## src/rtl/switch_out_sched_pkg.sv

```systemverilog
// Shared constants and types for the switchcore egress schedulers.
package switch_pkg;

  localparam int unsigned N_PORTS    = 4;
  localparam int unsigned DATA_WIDTH = 8;
  localparam int unsigned PORT_IDX_W = $clog2(N_PORTS);

  typedef logic [PORT_IDX_W-1:0] port_idx_t;

  typedef enum logic [1:0] {
    IDLE  = 2'd0,
    XFER  = 2'd1,
    DRAIN = 2'd2,
    GAP   = 2'd3
  } sched_state_t;

  // Round-robin successor of a port index, wrapping at N_PORTS.
  function automatic port_idx_t next_port(input port_idx_t p);
    return (p == port_idx_t'(N_PORTS - 1)) ? '0 : p + port_idx_t'(1);
  endfunction

endpackage

```

## src/rtl/switch_out_sched_if.sv

```systemverilog
// Input-FIFO head / egress lane bundle seen by one output scheduler.
interface switch_out_sched_if;
  import switch_pkg::*;

  logic [N_PORTS-1:0]            req;
  logic [N_PORTS*DATA_WIDTH-1:0] in_data;
  logic [N_PORTS-1:0]            in_eof;
  logic [N_PORTS-1:0]            rd_en;
  logic [N_PORTS-1:0]            grant;
  logic [DATA_WIDTH-1:0]         tx_data;
  logic                          tx_ctrl;

  // Scheduler side: pops the FIFOs and drives the egress lane.
  modport master (
    input  req, in_data, in_eof,
    output rd_en, grant, tx_data, tx_ctrl
  );

  // FIFO / lane side.
  modport slave (
    output req, in_data, in_eof,
    input  rd_en, grant, tx_data, tx_ctrl
  );

endinterface

```

## src/rtl/switch_out_sched_rr_arbiter.sv

```systemverilog
// Combinational round-robin pick: first requester at or above ptr, with wrap.
module rr_arbiter #(
  parameter  int unsigned N_PORTS = 4,
  localparam int unsigned IDX_W   = (N_PORTS > 1) ? $clog2(N_PORTS) : 1
) (
  input  logic [N_PORTS-1:0] req,
  input  logic [IDX_W-1:0]   ptr,
  output logic [N_PORTS-1:0] gnt,
  output logic [IDX_W-1:0]   idx
);

  int unsigned      cand;
  logic [IDX_W-1:0] cand_i;
  logic             found;

  // Walk upward from the pointer; the first set request wins.
  always_comb begin
    gnt    = '0;
    idx    = '0;
    found  = 1'b0;
    cand   = 0;
    cand_i = '0;
    for (int unsigned s = 0; s < N_PORTS; s++) begin
      cand   = (32'(ptr) + s) % N_PORTS;
      cand_i = IDX_W'(cand);
      if (!found && req[cand_i]) begin
        found       = 1'b1;
        gnt[cand_i] = 1'b1;
        idx         = cand_i;
      end
    end
  end

endmodule

```

## src/rtl/switch_out_sched.sv

```systemverilog
// Per-egress-port frame scheduler: round-robin over input FIFOs at frame
// granularity, IFG insertion, link_sync gating with frame drain.
// Optional counters frames_sent / frames_dropped with SWITCH_OUT_SCHED_STATS_EN.
module switch_out_sched
  import switch_pkg::*;
#(
  parameter int unsigned IFG_CYCLES = 12
) (
  input  logic                clk,
  input  logic                reset,
  input  logic                link_sync,
  switch_out_sched_if.master  bus
`ifdef SWITCH_OUT_SCHED_STATS_EN
  ,
  output logic [15:0]         frames_sent,
  output logic [15:0]         frames_dropped
`endif
);

  localparam int unsigned GAP_W = 8;

  sched_state_t          state_q, state_d;
  port_idx_t             ptr_q, ptr_d;
  port_idx_t             own_q, own_d;
  logic [N_PORTS-1:0]    grant_q, grant_d;
  logic [N_PORTS-1:0]    rd_en_q, rd_en_d;
  logic [DATA_WIDTH-1:0] tx_data_q, tx_data_d;
  logic                  tx_ctrl_q, tx_ctrl_d;
  logic [GAP_W-1:0]      gap_q, gap_d;

  logic [N_PORTS-1:0]    arb_gnt;
  port_idx_t             arb_idx;
  logic [DATA_WIDTH-1:0] head_data;
  logic                  head_eof;

  rr_arbiter #(.N_PORTS(N_PORTS)) u_arb (
    .req (bus.req),
    .ptr (ptr_q),
    .gnt (arb_gnt),
    .idx (arb_idx)
  );

  // Head byte of the current owner's FIFO.
  always_comb begin
    head_data = '0;
    for (int unsigned i = 0; i < N_PORTS; i++) begin
      if (own_q == port_idx_t'(i)) head_data = bus.in_data[i*DATA_WIDTH +: DATA_WIDTH];
    end
  end

  assign head_eof = bus.in_eof[own_q];

  // Next-state and registered-output values.
  always_comb begin
    state_d   = state_q;
    ptr_d     = ptr_q;
    own_d     = own_q;
    grant_d   = grant_q;
    rd_en_d   = rd_en_q;
    tx_data_d = '0;
    tx_ctrl_d = 1'b0;
    gap_d     = gap_q;
    case (state_q)
      IDLE: begin
        grant_d = '0;
        rd_en_d = '0;
        if (link_sync && (bus.req != '0)) begin
          grant_d = arb_gnt;
          rd_en_d = arb_gnt;
          own_d   = arb_idx;
          state_d = XFER;
        end
      end
      XFER: begin
        if (link_sync) begin
          tx_data_d = head_data;
          tx_ctrl_d = 1'b1;
        end
        if (head_eof) begin
          // A frame whose eof is popped while the link is down is lost too.
          grant_d = '0;
          rd_en_d = '0;
          ptr_d   = next_port(own_q);
          gap_d   = '0;
          state_d = GAP;
        end else if (!link_sync) begin
          state_d = DRAIN;
        end
      end
      DRAIN: begin
        // Keep popping so the input FIFO ends frame-aligned.
        if (head_eof) begin
          grant_d = '0;
          rd_en_d = '0;
          ptr_d   = next_port(own_q);
          gap_d   = '0;
          state_d = GAP;
        end
      end
      GAP: begin
        if (gap_q == GAP_W'(IFG_CYCLES - 1)) begin
          gap_d   = '0;
          state_d = IDLE;
        end else begin
          gap_d = gap_q + GAP_W'(1);
        end
      end
      default: begin
        state_d = IDLE;
        grant_d = '0;
        rd_en_d = '0;
      end
    endcase
  end

  // State and output registers.
  always_ff @(posedge clk or negedge reset) begin
    if (!reset) begin
      state_q   <= IDLE;
      ptr_q     <= '0;
      own_q     <= '0;
      grant_q   <= '0;
      rd_en_q   <= '0;
      tx_data_q <= '0;
      tx_ctrl_q <= 1'b0;
      gap_q     <= '0;
    end else begin
      state_q   <= state_d;
      ptr_q     <= ptr_d;
      own_q     <= own_d;
      grant_q   <= grant_d;
      rd_en_q   <= rd_en_d;
      tx_data_q <= tx_data_d;
      tx_ctrl_q <= tx_ctrl_d;
      gap_q     <= gap_d;
    end
  end

  assign bus.rd_en   = rd_en_q;
  assign bus.grant   = grant_q;
  assign bus.tx_data = tx_data_q;
  assign bus.tx_ctrl = tx_ctrl_q;

`ifdef SWITCH_OUT_SCHED_STATS_EN
  logic sent_inc_c;
  logic drop_inc_c;

  assign sent_inc_c = (state_q == XFER) && head_eof && link_sync;
  assign drop_inc_c = head_eof && ((state_q == DRAIN) || ((state_q == XFER) && !link_sync));

  // Sent count wraps; dropped count saturates.
  always_ff @(posedge clk or negedge reset) begin
    if (!reset) begin
      frames_sent    <= '0;
      frames_dropped <= '0;
    end else begin
      if (sent_inc_c) frames_sent <= frames_sent + 16'd1;
      if (drop_inc_c && (frames_dropped != 16'hFFFF)) frames_dropped <= frames_dropped + 16'd1;
    end
  end
`endif

endmodule

```

## src/flat_wrapper.sv

```systemverilog
// flat-port wrapper written by rule: the top's interface ports become plain ports
module switch_out_sched_flat import switch_pkg::*;
#(
  parameter int unsigned IFG_CYCLES = 12
)
  (clk, reset, link_sync, bus_req, bus_in_data, bus_in_eof, bus_rd_en, bus_grant, bus_tx_data, bus_tx_ctrl);
  switch_out_sched_if bus_i ();
  input  logic clk;
  input  logic reset;
  input  logic link_sync;
  input wire logic [$bits(bus_i.req)-1:0] bus_req;
  input wire logic [$bits(bus_i.in_data)-1:0] bus_in_data;
  input wire logic [$bits(bus_i.in_eof)-1:0] bus_in_eof;
  output wire logic [$bits(bus_i.rd_en)-1:0] bus_rd_en;
  output wire logic [$bits(bus_i.grant)-1:0] bus_grant;
  output wire logic [$bits(bus_i.tx_data)-1:0] bus_tx_data;
  output wire logic [$bits(bus_i.tx_ctrl)-1:0] bus_tx_ctrl;
  assign bus_i.req = bus_req;
  assign bus_i.in_data = bus_in_data;
  assign bus_i.in_eof = bus_in_eof;
  assign bus_rd_en = bus_i.rd_en;
  assign bus_grant = bus_i.grant;
  assign bus_tx_data = bus_i.tx_data;
  assign bus_tx_ctrl = bus_i.tx_ctrl;
  switch_out_sched #(.IFG_CYCLES(IFG_CYCLES)) u_core (.clk(clk), .reset(reset), .link_sync(link_sync), .bus(bus_i));
endmodule
```

## config.mk

```make
export PLATFORM = sky130hd
export DESIGN_NAME = switch_out_sched_flat
export DESIGN_NICKNAME = d
export VERILOG_FILES = /design/src/rtl/switch_out_sched_pkg.sv /design/src/rtl/switch_out_sched_if.sv /design/src/rtl/switch_out_sched_rr_arbiter.sv /design/src/rtl/switch_out_sched.sv /design/src/flat_wrapper.sv
export SDC_FILE = /design/constraint.sdc
export NUM_CORES = 1
export LEC_CHECK = 0
export ABC_CLOCK_PERIOD_IN_PS = 3700
export CAP_MARGIN = 30
export CORE_ASPECT_RATIO = 1.25
export CORE_UTILIZATION = 51
export DETAILED_ROUTE_END_ITERATION = 6
export GPL_ROUTABILITY_DRIVEN = 1
export PLACE_DENSITY = 0.93
export SLEW_MARGIN = 0
export SYNTH_ARGS = -nofsm -noshare
export SYNTH_HDL_FRONTEND = slang
export SYNTH_SLANG_ARGS = --single-unit
```

## constraint.sdc

```tcl
create_clock -name clk -period 3.7 [get_ports clk]
set_clock_uncertainty 0.05 [all_clocks]
set_input_delay 0.74 -clock clk [delete_from_list [all_inputs] [get_ports clk]]
set_output_delay 0.74 -clock clk [all_outputs]
set_load 0.01 [all_outputs]
```

After elaboration in Yosys (flattened, before gate mapping)
Index checks and enable logic that the tools add are counted.
W data, S select, Z words.
{ "totals": {"register_bits": 27, "word_cells": 108} }
{ "classes": {"add_sub_neg": 5, "order_cmp": 9, "eq_ne": 12, "n_mux": 50, "bitwise": 3, "reduce_logical": 22} }
{ "op_table": {"columns": ["cell", "n"], "rows": [
  ["$mux W8", 8],
  ["$mux W4", 6],
  ["$mux W2", 10],
  ["$pmux W8 S2", 1],
  ["$lt A2 B3 Y1 const B", 5],
  ["$mux W1", 14],
  ["$or A4 B4 Y4", 3],
  ["$bmux W1 S2", 5],
  ["$add A8 B1 Y8 const B", 1],
  ["$demux W1 S2", 4],
  ["$eq A2 B2 Y1 const B", 4],
  ["$eq A8 B4 Y1 const B", 1],
  ["$ge A2 B1 Y1 const B", 4],
  ["$logic_and A1 B1 Y1", 8],
  ["$ne A2 B1 Y1 const B", 4],
  ["$pmux W2 S4", 1],
  ["$pmux W4 S2", 1],
  ["$reduce_and A2 Y1", 4],
  ["$add A2 B1 Y2 const B", 2],
  ["$add A2 B2 Y2 const B", 2],
  ["$eq A2 B1 Y1 const B", 2],
  ["$logic_not A2 Y1", 2],
  ["$reduce_and A4 Y1", 1],
  ["$reduce_bool A2 Y1", 2],
  ["other kinds (4)", 6]
]} }

Logic depth before layout (Yosys ltp)
Gate-level depths: netlist of the first run.
{ "depth": {"depth_word": 14, "mapped_depth": 8, "mapped_depth_nobuf": 6} }

Cells and area by module
From an unflattened synthesis of the first run, not the netlist that was laid out.
{ "unflattened": {"cells_unflattened": 209, "hier_area_um2": 2073.2} }
{ "modules_own_cells": {"columns": ["mod", "instances", "cells_each", "area_each_um2"], "rows": [
  ["switch_out_sched", 1, 161, 1634.1],
  ["rr_arbiter", 1, 48, 439.2]
]} }

Worst setup path after synthesis of the first run
No wires, ideal clock.
{ "synth_path": {"path_kind": "register to register", "start": "register u_core.ptr_q[0]", "end": "register u_core.grant_q[0], in the netlist u_core.bus.grant[0]", "setup_time_ps": 67, "arrival_time_ps": 2325, "t_required_ps": 3583, "setup_slack_ps": 1259, "stages_incl_launch_ff": 9, "n_path_buf": 2, "cell_sequence": "dfrtp_1 > buf_4 > inv_1 > ha_1 > mux4_2 > clkbuf_1 > nand3b_1 > a221oi_1 > a221o_1"} }
{ "synth_via": {"elab_chain_len": 14} }
{ "synth_rtl": {"columns": ["item", "line_no", "text"], "rows": [
  ["start: declaration", "switch_out_sched.sv:23", "port_idx_t ptr_q, ptr_d;"],
  ["start signal: assignment", "switch_out_sched.sv:129", "ptr_q <= ptr_d;"],
  ["parallel branches: the longest is 11 deep, another holds $lt A2 B3 Y1", null, null],
  ["$mux W4 (*)", "switch_out_sched_rr_arbiter.sv:26", "if (!found && req[cand_i]) begin"],
  ["$mux W4 (*)", "switch_out_sched.sv:67", "if (link_sync && (bus.req != '0)) begin"],
  ["$pmux W4 S2 (*)", "switch_out_sched.sv:63", "case (state_q)"],
  ["end signal: assignment", "switch_out_sched.sv:131", "grant_q <= grant_d;"],
  ["end: declaration", "switch_out_sched.sv:25", "logic [N_PORTS-1:0] grant_q, grant_d;"]
]} }
Every way passes the cells marked *. The select of a mux whose other input is x is not followed.
A chain may end at the register's enable or synchronous reset.

Final worst setup path of the first run
{ "layout_path": {"start": "register u_core.ptr_q[0]", "end": "register u_core.grant_q[1], in the netlist u_core.bus.grant[1]"} }
Same word-level chain as after synthesis.

==> results of run 1 <==
-- where the power goes --
| part | internal [W] | total (W) | switching (W) |
|---|---|---|---|
| Combinational | 0.000537 | 0.00114 | 0.000603 |
| Clock | 0.0000768 | 0.000178 | 0.000101 |
| Sequential | 0.000370 | 0.000472 | 0.000102 |
-- state kept, by name, summed over array words and instances, names as in the netlist --
signal,flops
u_core.ptr_q,2
u_core.bus.tx_ctrl,1
u_core.bus.tx_data,8
u_core.bus.grant,4
u_core.gap_q,8
u_core.own_q,2
u_core.state_q,2
-- synth_stat cells (all sizes together), types with 2 or more instances --
library cell   n  area (um2)
a221oi        11       96.34
mux2           3       33.78
mux2i          3       42.54
ha            16       200.2
nand2         19       71.32
o22ai          5       31.28
dfrtp         27       675.7
nand2b         6       37.54
nor2           2       7.510
o211ai         2       15.01
o41ai          2       17.52
a21oi         20       100.1
or3            3       18.77
mux4           5       112.6
inv           28       105.1
nand3          4       20.02
a221o          4       40.04
nand3b         5       37.54
nand4          2       12.51
a211o          9       78.83
o21ai          4       20.02
nor2b          2       12.51
buf            6       42.54
clkbuf         6       22.52
o31ai          2       15.01
-- critical path, cell delays in order, from the launching register on --
cell,delay [ns]
dfrtp_1,0.72
inv_1,0.20
ha_1,0.41
mux4_2,0.63
nand2b_1,0.20
nor4_2,0.32
a221o_1,0.23
-- per-stage QoR --
step	util	setup WS, ns	instance area, um2	hold slack [ns]
after floorplan	-	1.259	1998	0.3944
after global placement	0.6877	1.025	2581	0.4866
after detailed placement	0.6877	0.9238	2581	0.4851
after CTS	0.7007	0.8849	2630	0.5109
after global routing	0.7007	0.6002	2630	0.5378
final	0.7007	0.8775	2630	0.5085
-- area by class of cell --
type	instances	share of cell area
Clock buffer	3	0.01570
Clock inverter	1	0.002854
Inverter	28	0.03996
Multi-Input combinational cell	143	0.4382
Sequential cell	27	0.2569
Tap cell	40	0.01903
Timing Repair Buffer	60	0.2274
-- cell families after synthesis --
kind of cell,synth area share
mux,0.09455
flops,0.3381
simple gates,0.1384
fa+ha+maj,0.1002
compound gates,0.2436
buf+inv,0.08516
-- path summary, 6_finish.rpt --
kind                                                       from                               to  slack, ns  cells after the start
worst max-delay path                u_core.ptr_q[0]$_DFFE_PN0P_  u_core.bus.grant[1]$_DFFE_PN0P_       0.88                      6
worst min-delay path            u_core.bus.grant[1]$_DFFE_PN0P_  u_core.bus.grant[1]$_DFFE_PN0P_       0.51                      1
worst max register to register      u_core.ptr_q[0]$_DFFE_PN0P_  u_core.bus.grant[1]$_DFFE_PN0P_       0.88                      6
worst min register to register  u_core.bus.grant[1]$_DFFE_PN0P_  u_core.bus.grant[1]$_DFFE_PN0P_       0.51                      1
max in group asynchronous                                 reset      u_core.gap_q[4]$_DFFE_PN0P_       2.57                      2
min in group asynchronous                                 reset  u_core.bus.tx_data[0]$_DFF_PN0_       0.77                      2
-- per-layer routing --
layer	global-route usage	vias up	part of all wire
met4	0.1190	0	0.027
li1	-	875	-
met5	0	-	0
met1	0.2882	908	0.38
met2	0.4943	53	0.56
met3	0.01783	13	0.028
-- cells in the final DEF (no fill, tap or decap), types with 6 or more instances in the layout --
master	instances
a221oi_1	11
nand2_1	19
dfrtp_1	27
a211o_1	9
a21oi_1	20
clkdlybuf4s50_1	59
inv_1	28
nand2b_1	6
ha_1	16
==> out/qor.txt, run 1 <==
status: complete, but fails checks
violated checks: design-rule violations
num ports: 60
port bufs: 59
Detailed Route WL: 5.158 mm
# fillers: 283
library cells used by synthesis: 41
Async SR Flop Fraction: 1.000
post-DR wirelength/cell: 17.08 um
Cell Pwr Density: 680.7 mW/mm2
Cells after Synth: 210
number of global-route vias before repair: 1796
Root Driver: clkbuf_8
Req. time, crit path: 3.87 ns
syn nets: 269
Least-Margin Pin Slew: 0.6104 ns
CP Capture Type: flop
Congestion Overflow GR: 0
worst-case clock buffer depth: 2
postcts setup bufs: 0
Leakage: 1.127 nW
setup TNS: 0 ns
Arrival @ worst endpoint: 3.00 ns
antenna violations before repair: 0
endpoints failing setup: 0
PostCTS Resize Cnt: 0
Layout area overhead: 31.62%
clock latency on the worst-skew pair: 0.28 ns
dpl cells: 298
EDFF count, synth: 0
TritonCTS Buffers: 3
H-tree depth: 1
total iterations of the first detailed-routing run: 6
Worst setup SP type: flop
# Max-Cap Violations: 0
synthesized flop and latch total: 27
layout cell share with drive strength beyond 1: 0.07252
GRT Total Usage: 0.2595
via count: 1849
Worst Setup Path Type: flop to flop
register area: 675.6 um2
CTS Hold Bufs: 0
Die ar.: 0.004174 mm2
Hold Crit Class: flop to flop
Multi-input gate area: 0.001152 mm2
Tcrit/Tclk final: 0.7628
# diodes: 0
first-pass GRT wire length: 8.342 mm
CP max FO: 16
Clock Sinks: 27
maximum vdd drop: 0.4232 mV
Synth Area per Inst: 9.515 um2
routability cong.: 0.8923
Layout Cells excl Fill: 302
Die X-Extent: 57.99 um
TritonCTS clock tree: built
slew margin rel.: 0.5878
Hold Fails Final Rpt: 0
DRC viols: 2
vias per inst: 6.123
clk slew on worst S/H paths: 0.10 ns
Die Span Y: 71.98 um
top_reg_cell synth: dfrtp_1
Final ANT Viol Nets: 0
nets: 322
CORE AREA: 0.003754 mm2
Design Power: 0.001790 W
Mapped Area: 0.001998 mm2
unrepaired setup endpoints after global routing: no
Fmax: 0.3543 GHz
Synth Warn #: 0
Final Critical Period: 2.823 ns
Initial Utilization: 0.5323
register area share after synthesis: 0.3381
Initial DRC Count: 82
max-slew violations: 0
largest net degree at the start of global routing: 28
Final HPWL DP: 3.884 mm
# rows: 25
Power figures use the tool's default switching activity.
==> run 2: changes to the inputs <==
--- a/config.mk
+++ b/config.mk
@@ -5,13 +5,13 @@
 export SDC_FILE = /design/constraint.sdc
 export NUM_CORES = 1
 export LEC_CHECK = 0
-export ABC_CLOCK_PERIOD_IN_PS = 3700
+export ABC_CLOCK_PERIOD_IN_PS = 2500
 export CAP_MARGIN = 30
 export CORE_ASPECT_RATIO = 1.25
-export CORE_UTILIZATION = 51
+export CORE_UTILIZATION = 43
 export DETAILED_ROUTE_END_ITERATION = 6
 export GPL_ROUTABILITY_DRIVEN = 1
-export PLACE_DENSITY = 0.93
+export PLACE_DENSITY = 0.84
 export SLEW_MARGIN = 0
 export SYNTH_ARGS = -nofsm -noshare
 export SYNTH_HDL_FRONTEND = slang
==> constraint.sdc (replaced) <==
create_clock -name clk -period 2.5 [get_ports clk]
set_clock_uncertainty 0.05 [all_clocks]
set_input_delay 0.5 -clock clk [delete_from_list [all_inputs] [get_ports clk]]
set_output_delay 0.5 -clock clk [all_outputs]
set_load 0.01 [all_outputs]
==> run 2 against run 1 <==
  * The flow now finishes without violations
  * Register-to-register slack lost 0.69 ns
  * Clock-buffer cell count increased by 1
  * Clock power grew 36%
  * Die area grew 18%
  * Largest power group unchanged
==> out/qor.txt, run 2 (synthesized netlist as in run 1, its figures left out) <==
H-tree depth: 1
CORE AREA: 0.004425 mm2
layout cell share with drive strength beyond 1: 0.09294
Hold Crit Class: flop to flop
unrepaired setup endpoints after global routing: no
Final Critical Period: 2.313 ns
Final HPWL DP: 3.648 mm
Least-Margin Pin Slew: 0.6044 ns
antenna violations before repair: 0
Layout area overhead: 35.19%
Congestion Overflow GR: 0
Arrival @ worst endpoint: 2.47 ns
Worst setup SP type: flop
status: finished clean
max-slew violations: 0
FF-to-FF End: u_core.bus.grant[2]$_DFFE_PN0P_
post-DR wirelength/cell: 14.42 um
Hold Path End: u_core.bus.grant[1]$_DFFE_PN0P_
dpl cells: 323
slew margin rel.: 0.5971
GRT Total Usage: 0.2021
Tcrit/Tclk final: 0.9252
Leakage: 1.161 nW
PostCTS Resize Cnt: 0
clock latency on the worst-skew pair: 0.27 ns
most common cell after layout, fill and taps aside: clkdlybuf4s50_1
FF-to-FF setup slack: 0.19 ns
Cell Pwr Density: 992.9 mW/mm2
worst-case clock buffer depth: 2
# Max-Cap Violations: 0
Detailed Route WL: 4.715 mm
nets: 329
Design Power: 0.002682 W
Req. time, crit path: 2.66 ns
commonest non-fill, non-tap cells in the layout: clkdlybuf4s50_1 (59), inv_1 (28), dfrtp_1 (27), a21oi_1 (20), nand2_1 (19)
Worst Setup Path Type: flop to flop
Hold Fails Final Rpt: 0
Final ANT Viol Nets: 0
CP max FO: 11
TritonCTS Buffers: 3
Worst R2R Start: u_core.ptr_q[1]$_DFFE_PN0P_
# fillers: 386
Hold Slack: 0.5021 ns
number of global-route vias before repair: 1763
Die X-Extent: 62.97 um
Initial DRC Count: 102
hold_sp: u_core.bus.grant[1]$_DFFE_PN0P_
routability cong.: 0.9120
postcts setup bufs: 0
total iterations of the first detailed-routing run: 4
Clock Sinks: 27
vias per inst: 5.590
first-pass GRT wire length: 8.142 mm
setup TNS: 0 ns
via count: 1828
clk slew on worst S/H paths: 0.09 ns
maximum vdd drop: 0.7930 mV
Fmax: 0.4324 GHz
TritonCTS clock tree: built
Root Driver: clkbuf_8
Die Span Y: 78.22 um
Initial Utilization: 0.4515
# rows: 27
CTS Hold Bufs: 0
# diodes: 0
Layout Cells excl Fill: 327
endpoints failing setup: 0
port bufs: 59
reg2reg path depth: 6
WHS Path Cells: 1
CP Capture Type: flop
Die ar.: 0.004925 mm2
DRC viols: 0
num ports: 60
largest net degree at the start of global routing: 28
[run 2: worst max-delay path by stage]
stage / end / cells after the start / from / slack (ns)
final: u_core.bus.grant[2]$_DFFE_PN0P_ / 6 / u_core.ptr_q[1]$_DFFE_PN0P_ / 0.19
after global routing: u_core.bus.grant[0]$_DFFE_PN0P_ / 6 / u_core.ptr_q[1]$_DFFE_PN0P_ / 0.005
after CTS: u_core.bus.grant[2]$_DFFE_PN0P_ / 6 / u_core.ptr_q[1]$_DFFE_PN0P_ / 0.19
after detailed placement: u_core.bus.grant[2]$_DFFE_PN0P_ / 5 / bus_req[2] / 0.02
after global placement: u_core.bus.grant[0]$_DFFE_PN0P_ / 5 / bus_req[2] / 0.09
after floorplan: u_core.bus.grant[0]$_DFFE_PN0P_ / 8 / u_core.ptr_q[0]$_DFFE_PN0P_ / 0.06
[run 2: final cells by class]
type | count | area, um2 | share of cell area
multi-input cells | 143 | 1152 | 0.4266
repair buffers | 67 | 650.6 | 0.2409
inverters | 28 | 105.1 | 0.03891
flip-flops and latches | 27 | 675.6 | 0.2501
clock buffers | 4 | 45.04 | 0.01667
well taps | 58 | 72.57 | 0.02686
[run 2: critical path, stage by stage (launching register included)]
cell,delay (ns)
dfrtp_1,0.37
inv_1,0.11
ha_1,0.38
mux4_2,0.63
nand2b_1,0.21
nor4_2,0.29
a221o_1,0.21
[run 2: metal layers]
metal	wire (um)	track usage
met5	0	0
met4	87	0.06977
met3	173	0.01599
met2	2549	0.3677
met1	1903	0.2470
[run 2: power by group]
group / total [W] / switching, W / internal [W] / leakage (nW)
logic: 0.00180 / 0.000920 / 0.000876 / 0.777
registers: 0.000645 / 0.0000958 / 0.000549 / 0.361
clock network: 0.000242 / 0.000128 / 0.000114 / 0.0228
[run 2: through the flow]
step / util / worst slack [ns] / cell area, um2
after floorplan: - / 0.05891 / 1998
after global placement: 0.6002 / 0.08622 / 2656
after detailed placement: 0.6002 / 0.02088 / 2656
after CTS: 0.6104 / 0.1901 / 2701
after global routing: 0.6104 / 0.005232 / 2701
final: 0.6104 / 0.1871 / 2701
==> edit, RTL diff (settings of run 2) <==
Re-encode `sched_state_t` (4 states) as one-hot, 4 bits wide.
--- a/src/rtl/switch_out_sched_pkg.sv
+++ b/src/rtl/switch_out_sched_pkg.sv
@@ -7,11 +7,11 @@
 
   typedef logic [PORT_IDX_W-1:0] port_idx_t;
 
-  typedef enum logic [1:0] {
-    IDLE  = 2'd0,
-    XFER  = 2'd1,
-    DRAIN = 2'd2,
-    GAP   = 2'd3
+  typedef enum logic [3:0] {
+    IDLE  = 4'b0001,
+    XFER  = 4'b0010,
+    DRAIN = 4'b0100,
+    GAP   = 4'b1000
   } sched_state_t;
 
   // Round-robin successor of a port index, wrapping at N_PORTS.
Check against the original RTL: same outputs for any inputs over 10 cycles, from zero or initial values and one cycle with reset low; not proved beyond that.
==> edit against run 2 <==
- wire length is 6.0% lower
- worst setup slack better by 0.0075 ns
- maximum frequency grew 0.32%
- final cell count rose by 3.7%
- critical path depth increased by 1
- synthesized area rose by 2.1%
- total power decreased by 1.2%
- sequential cell count rose by 2
- cell area rose by 4.1%
- count of clock-buffer cells in the layout grew 2
- critical path type unchanged
- global-route usage about the same
- largest power group unchanged
==> edit: results (changes against run 2) <==
DRT iter0 DRCs: 68 (-33%)
DR WL/cell: 13.1 um (-9.3%)
H-tree levels: 2 (+1)
Place WS: 0.0171 ns (-0.00374 ns)
worst skew pair latency: 0.29 ns (+0.02 ns)
status: finished, final reports clean
multi-input gates: 169 (+18%)
multi-input logic area: 0.00121 mm^2 (+5.3%)
placed wire-length estimate: 3430 um (-6.0%)
vias in the first global route: 1,751 (-0.68%)
maximum vdd drop: 470 uV (-41%)
Reg power frac: 0.267 (+0.027)
FFs & Latches: 29 (+7.4%)
hold_ws: 0.440 ns (-0.0620 ns)
Synth Instances: 220 (+4.8%)
clk slew on worst S/H paths: 0.07 ns (-0.02 ns)
post-synthesis adder-cell area fraction: 0.0736 (-0.0266)
Placed Area: 0.00269 mm^2 (+1.1%)
min-delay src: u_core.gap_q[7]$_DFFE_PN0P_
Layout area overhead: 37.8%
sequential area share after synthesis: 0.356 (+0.0181)
inverter count: 9 (-68%)
drt via density: 5.36 (-4.1%)
post-synthesis compound-gate area fraction: 0.212 (-0.0314)
core box area: 0.00449 mm^2 (+1.5%)
register area: 728 um^2 (+7.8%)
GRT Total Usage: 0.202 (about the same)
Synth area leaders: dfrtp_1 (34%), ha_1 (7.4%), o21ai_0 (6.6%)
cell area power density: 943 mW/mm^2 (-5.0%)
Non-clock buffers: 66 (-1.5%)
fin nets: 335 (+1.8%)
measured slew at the worst slew-check pin: 0.790 ns (+0.186 ns)
GPL Wtd Cong: 0.861 (-5.6%)
worst flop-to-flop path endpoint: u_core.own_q[1]$_DFFE_PN0P_
Cells after DPL: 331 (+2.5%)
Comb. pwr: 1.43 mW (-21%)
Leak: 1.25 nW (+7.3%)
FF-to-FF path depth: 7 (+1)
Worst Hold Endpoint: u_core.gap_q[7]$_DFFE_PN0P_
Non-clock buffer share: 0.229 (-0.0121)
clkbuf count: 6 (+2)
-- edit: cell count changes after synthesis, moves of 4 or more --
cell / run 2 / this run
o21ai_0: 4 / 27
a21oi_1: 20 / 10
o22ai_1: 5 / 0
inv_1: 28 / 9
nand3b_1: 5 / 1
nor2b_1: 2 / 6
a22oi_1: 0 / 5
mux2i_1: 2 / 10
a221oi_1: 11 / 1
a211o_1: 9 / 0
a21o_1: 0 / 5
and3b_1: 1 / 8
ha_1: 16 / 12
nor2_1: 2 / 17
-- edit: layer usage --
layer | track usage | share of wire | up-vias
met5 | 0 | 0 | -
met4 | 0.132 | 0.020 | 0
met3 | 0.0374 | 0.043 | 7
met2 | 0.336 | 0.51 | 48
met1 | 0.236 | 0.43 | 847
li1 | - | - | 916
-- edit: worst max-delay path by stage --
| stage | end | slack [ns] | from | depth (start not counted) |
|---|---|---|---|---|
| 6_report | u_core.own_q[1]$_DFFE_PN0P_ | 0.19 | u_core.ptr_q[1]$_DFFE_PN0P_ | 7 |
| 5_1_grt | u_core.own_q[1]$_DFFE_PN0P_ | 0.006 | u_core.ptr_q[1]$_DFFE_PN0P_ | 7 |
| 4_1_cts | u_core.own_q[1]$_DFFE_PN0P_ | 0.15 | u_core.ptr_q[1]$_DFFE_PN0P_ | 7 |
| 3_5_place_dp | u_core.own_q[1]$_DFFE_PN0P_ | 0.02 | bus_req[2] | 6 |
| 3_3_place_gp | u_core.own_q[1]$_DFFE_PN0P_ | 0.09 | bus_req[2] | 6 |
| 2_1_floorplan | u_core.own_q[1]$_DFFE_PN0P_ | 0.06 | u_core.ptr_q[0]$_DFFE_PN0P_ | 8 |
